[config.mk]
export PLATFORM = sky130hd
export DESIGN_NAME = status_blink_coder
export DESIGN_NICKNAME = d
export VERILOG_FILES = /design/src/rtl/status_pkg.sv /design/src/rtl/beat_edge_detect.sv /design/src/rtl/status_blink_coder.sv
export SDC_FILE = /design/constraint.sdc
export NUM_CORES = 1
export LEC_CHECK = 0
export BUFFER_PORTS_ARGS = -buffer_cell sky130_fd_sc_hd__buf_4
export CAP_MARGIN = 40
export CELL_PAD_IN_SITES_DETAIL_PLACEMENT = 0
export CELL_PAD_IN_SITES_GLOBAL_PLACEMENT = 2
export CORE_MARGIN = 5
export CORE_UTILIZATION = 30
export CTS_BUF_LIST = sky130_fd_sc_hd__clkbuf_4 sky130_fd_sc_hd__clkbuf_8 sky130_fd_sc_hd__clkbuf_16
export CTS_CLUSTER_SIZE = 8
export DETAILED_ROUTE_END_ITERATION = 16
export GPL_TIMING_DRIVEN = 0
export PLACE_DENSITY_LB_ADDON = 0.1
export SYNTH_ARGS = -nofsm -noshare
export SYNTH_HDL_FRONTEND = slang
export SYNTH_SLANG_ARGS = --single-unit
[constraint.sdc]
create_clock -name clk -period 2.2 [get_ports clk]
set_clock_uncertainty 0.05 [all_clocks]
set_input_delay 0.11 -clock clk [delete_from_list [all_inputs] [get_ports clk]]
set_output_delay 0.11 -clock clk [all_outputs]
set_load 0.005 [all_outputs]
[src/rtl/status_pkg.sv]
// Shared types and status code constants for the status LED blink coder.
package status_pkg;

  typedef enum logic [1:0] {
    HB  = 2'd0,
    ON  = 2'd1,
    OFF = 2'd2,
    GAP = 2'd3
  } state_e;

  localparam logic [3:0] ST_OK         = 4'd0;
  localparam logic [3:0] ST_PLL_UNLOCK = 4'd1;
  localparam logic [3:0] ST_ADC_OVR    = 4'd2;
  localparam logic [3:0] ST_FIFO_ERR   = 4'd3;

endpackage

[src/rtl/beat_edge_detect.sv]
// Turns the heartbeat square wave into a one-cycle tick on each of its edges.
module beat_edge_detect (
  input  logic clk,
  input  logic rst,
  input  logic beat_in,
  output logic tick
);

  logic beat_q_r;

  // Delayed copy of the heartbeat; resets low so a high beat right after reset is a tick.
  always_ff @(posedge clk or posedge rst) begin
    if (rst) begin
      beat_q_r <= 1'b0;
    end else begin
      beat_q_r <= beat_in;
    end
  end

  assign tick = beat_in ^ beat_q_r;

endmodule

[src/rtl/status_blink_coder.sv]
// Status LED driver: mirrors the heartbeat when healthy, otherwise blinks the
// status code as N short flashes plus a long dark gap, timed in heartbeat ticks.
module status_blink_coder
  import status_pkg::*;
#(
  parameter int CODE_W     = 4,
  parameter int ON_TICKS   = 1,
  parameter int OFF_TICKS  = 1,
  parameter int GAP_TICKS  = 4,
  parameter int TICK_CNT_W = 8
) (
  input  logic              clk,
  input  logic              rst,
  input  logic              beat_in,
  input  logic [CODE_W-1:0] status_code,
  output logic              led_out,
  output logic              busy,
  output logic              frame_done
);

  localparam logic [TICK_CNT_W-1:0] ON_LAST  = TICK_CNT_W'(ON_TICKS - 1);
  localparam logic [TICK_CNT_W-1:0] OFF_LAST = TICK_CNT_W'(OFF_TICKS - 1);
  localparam logic [TICK_CNT_W-1:0] GAP_LAST = TICK_CNT_W'(GAP_TICKS - 1);
  localparam logic [TICK_CNT_W-1:0] CNT_ZERO = {TICK_CNT_W{1'b0}};
  localparam logic [CODE_W-1:0]     CODE_ZERO = {CODE_W{1'b0}};

  logic                  tick_s;
  state_e                state_r;
  logic [TICK_CNT_W-1:0] tick_cnt_r;
  logic [CODE_W-1:0]     blink_cnt_r;
  logic [CODE_W-1:0]     code_r;
  logic                  led_out_r;
  logic                  busy_r;
  logic                  frame_done_r;

  beat_edge_detect u_beat_edge_detect (
    .clk     (clk),
    .rst     (rst),
    .beat_in (beat_in),
    .tick    (tick_s)
  );

  // Blink frame sequencer; without ticks every branch holds, freezing the LED.
  always_ff @(posedge clk or posedge rst) begin
    if (rst) begin
      state_r      <= HB;
      tick_cnt_r   <= CNT_ZERO;
      blink_cnt_r  <= CODE_ZERO;
      code_r       <= CODE_ZERO;
      led_out_r    <= 1'b0;
      busy_r       <= 1'b0;
      frame_done_r <= 1'b0;
    end else begin
      frame_done_r <= 1'b0;
      case (state_r)
        HB: begin
          led_out_r <= beat_in;
          if (tick_s && (status_code != CODE_ZERO)) begin
            code_r      <= status_code;
            blink_cnt_r <= CODE_ZERO;
            tick_cnt_r  <= CNT_ZERO;
            led_out_r   <= 1'b1;
            busy_r      <= 1'b1;
            state_r     <= ON;
          end
        end
        ON: begin
          if (tick_s) begin
            if (tick_cnt_r == ON_LAST) begin
              tick_cnt_r  <= CNT_ZERO;
              blink_cnt_r <= blink_cnt_r + CODE_W'(1);
              led_out_r   <= 1'b0;
              state_r     <= OFF;
            end else begin
              tick_cnt_r <= tick_cnt_r + TICK_CNT_W'(1);
            end
          end
        end
        OFF: begin
          if (tick_s) begin
            if (tick_cnt_r == OFF_LAST) begin
              tick_cnt_r <= CNT_ZERO;
              if (blink_cnt_r == code_r) begin
                state_r <= GAP;
              end else begin
                led_out_r <= 1'b1;
                state_r   <= ON;
              end
            end else begin
              tick_cnt_r <= tick_cnt_r + TICK_CNT_W'(1);
            end
          end
        end
        GAP: begin
          if (tick_s) begin
            if (tick_cnt_r == GAP_LAST) begin
              frame_done_r <= 1'b1;
              tick_cnt_r   <= CNT_ZERO;
              // The next code is only ever sampled here, so mid-frame changes wait.
              if (status_code == CODE_ZERO) begin
                led_out_r <= beat_in;
                busy_r    <= 1'b0;
                state_r   <= HB;
              end else begin
                code_r      <= status_code;
                blink_cnt_r <= CODE_ZERO;
                led_out_r   <= 1'b1;
                state_r     <= ON;
              end
            end else begin
              tick_cnt_r <= tick_cnt_r + TICK_CNT_W'(1);
            end
          end
        end
        default: begin
          state_r    <= HB;
          tick_cnt_r <= CNT_ZERO;
          led_out_r  <= 1'b0;
          busy_r     <= 1'b0;
        end
      endcase
    end
  end

  assign led_out    = led_out_r;
  assign busy       = busy_r;
  assign frame_done = frame_done_r;

endmodule

==> run metrics <==
GRT Util Overall=roughly 11%; global route total overflow=0; top cell type's share of synthesized area=between 40 and 50%; hpwl dp=~2500 µm; Fin. Hold Viols=0; Die H=77.6 µm; initial antenna violation count=0; Gate power share=54.7%; H-tree levels=1; Max stage delay cell, worst path=or4b_4; CTS buffer count=3; Worst Setup EP=tick_cnt_r[2]; area grow syn2layout=17.9%; Max Fclk=about 480 MHz; worst relative slew slack=around 67%; die width=77.6 µm; Via Count=1120; Switching Share=a little over two fifths; Worst Tran Pin Value=roughly 0.5 ns; NetSw=slightly above 0.8 mW; IO Port Bufs=9; Initial Util=a little under a third; fin crit period=between 2 and 2.5 ns; crit path DAT=2.18 ns; main area contributors after synthesis=dfrtp_1 40%, ha_1 8.2%, mux2_2 4.1%; remaining antenna violation count=0; setup violators final=0; drt pass-1 iters=4; Pwr Density=about 1200 nW/µm²; Post-Syn Instances=about 140; CP endpoint kind=flop; RR Startpoint=tick_cnt_r[0]; top-count cell post-synth=dfrtp_1; reg2reg setup slack=approximately 0.13 ns; crit path kind=reg -> reg; max-cap violation count=0; Final nets=about 180; syn nets=158; DIE AREA=approximately 6000 µm²; Seq pwr share=30.5%; Crit Reg-Reg Endpoint=tick_cnt_r[2]; syn_area_per_cell=slightly below 10 µm²; number of I/O pins=10; r2r worst-path depth=7; async set-or-reset flop fraction in the synthesized netlist=100%; Post-Synthesis Cell Area=approximately 1400 µm²; Hold/Removal Path Class=in -> reg; number of enable flip-flop cells after synthesis=0; vias in the first global route=1127; DR DRC count=0; status=finished clean; # clock sinks=22; fin crit share=between 90% and 100%; final antenna diode count=0; CP required=between 2 and 2.5 ns; peak supply drop=between 0.5 and 0.6 mV; Reg clk slew, reported paths=approximately 0.08 ns; synth unique cells=42; CTS Buffer Depth=2; Clock Latency Late Sink=0.26 ns; CP Cell Sequence=inv_1 -> ha_1 -> or4b_4 -> o21ai_1 -> a21o_1 -> nor2_1 -> a22o_1; register area share after synthesis=40.1%; fin util=between 30% and 40%; row count=24; GPL Wtd Cong=between 0.7 and 0.8; Synth area leader=dfrtp_1; Setup WS pre-CTS=0.0958 ns; Core Region=~4400 µm²; worst setup margin=between 0.1 and 0.15 ns; Critical Path Max Stage Delay=0.49 ns; CTS tree=yes; fin. max-slew vios=0; YS warnings=0; crit-path max FO=5; Pint=1.15 mW; largest net degree at the start of global routing=13; FF+latch count, synth=22; list of most frequent post-synthesis cells=22 x dfrtp_1, 12 x nor2_1, 11 x o21ai_0, 9 x ha_1, 9 x inv_1; layout cells sized above 1=approximately 22%; Critical Path Source=tick_cnt_r[0]; first-pass GRT wire length=approximately 5500 µm; Via-to-Cell Ratio=around 5.3; Routed Wire Length=3150 µm; clock power share=about 15%; layout filler cell count=about 450; leakage power=between 0.7 and 0.8 nW; Avg WL per Cell=~15 µm; CTS root buf=clkbuf_8; Critical Path Start Type=flop; most used flip-flop cell after synthesis=dfrtp_1; Detailed Route Iter0 Violations=45
[critical path, delay by kind of cell, from the launching register on]
| kind | cells | cell delay, ns |
|---|---|---|
| buffers and inverters | 1 | 0.10 |
| AO/OA/AOI/OAI | 3 | 0.63 |
| adder cells (fa/ha/maj) | 1 | 0.17 |
| AND/OR/NAND/NOR | 2 | 0.62 |
| flip-flops | 1 | 0.40 |
[per-stage QoR]
stage / instance area [µm²] / setup TNS [ns] / instances / hold slack (ns) / power [mW]
floorplan: 1370 / 0 / 142 / 0.0492 / 1.40
global placement: 1510 / 0 / 203 / 0.211 / 1.66
detailed placement: 1520 / 0 / 204 / 0.126 / 1.66
CTS: 1600 / 0 / 210 / 0.0226 / 1.97
global route: 1620 / -0.0150 / 211 / 0.0233 / 2.17
finish: 1620 / 0 / 211 / 0.0306 / 1.98
[final cells by class]
type,count,area (µm²),share of cell area [%]
well taps,52,65.1,4.02
flip-flops and latches,22,551,34.0
plain buffers,1,5.00,0.309
multi-input cells,110,798,49.3
repair buffers,13,110,6.81
inverters,9,33.8,2.09
clock buffers,4,55.1,3.40
[routing by layer]
layer  global-route usage (%)  vias up  part of all wire [%]
li1                         -      556                     -
met4                     3.09        0                   1.5
met1                     15.5      552                    49
met2                     17.5        8                    47
met5                        0        -                     0
met3                     2.78        4                   1.8
[repair_timing]
item	4_1_cts	5_1_grt
hold endpoints to repair	12	0
gates resized for setup	0	6
hold buffers	2	0
setup endpoints to repair	0	12
buffers inserted	0	1
[placed cells by master, fill, tap and decap left out, types with 2 or more instances in the layout]
cell type       n
a21o_1          4
a21oi_1         6
a22o_1          5
a41oi_1         2
and3_1          3
buf_4          10
clkbuf_8        4
dfrtp_1        22
dlygate4sd3_1   2
ha_1            8
inv_1           8
mux2_2          5
nand2_1         6
nand3_1         7
nand4_1         2
nor2_1         11
nor2b_1         3
nor3_1          2
o21ai_0        11
o22ai_1         2
o31ai_1         3
xnor2_1         3
[state kept, by name (all words and copies together), names as in the netlist]
name,count
code_r,4
busy,1
state_r,2
u_beat_edge_detect.beat_q_r,1
tick_cnt_r,8
led_out,1
frame_done,1
blink_cnt_r,4
[power by group through the flow]
stage	Clock, mW	Sequential, mW	Combinational, mW
after floorplan	0	0.589	0.808
after global placement	0	0.612	1.04
after detailed placement	0	0.615	1.04
after CTS	0.308	0.606	1.05
after global routing	0.322	0.619	1.23
final	0.295	0.603	1.08
[worst min path at each step]
stage | slack [ns] | end | startpoint | depth (start not counted)
final | 0.03 | code_r[3] | status_code[3] | 2
after global placement | 0.21 | u_beat_edge_detect.beat_q_r | beat_in | 1
after floorplan | 0.05 | blink_cnt_r[0] | rst | 1
after CTS | 0.02 | code_r[0] | status_code[0] | 2
after detailed placement | 0.13 | code_r[0] | rst | 2
after global routing | 0.02 | code_r[0] | status_code[0] | 2
[cells by family after synthesis]
| group | share of synthesized area [%] |
|---|---|
| compound gates | 22.4 |
| fa+ha+maj | 8.20 |
| xor+xnor | 3.74 |
| simple gates | 18.6 |
| mux | 4.10 |
| buf+inv | 2.83 |
| flops | 40.1 |
Note: power is estimated with default switching activity, not from simulation.
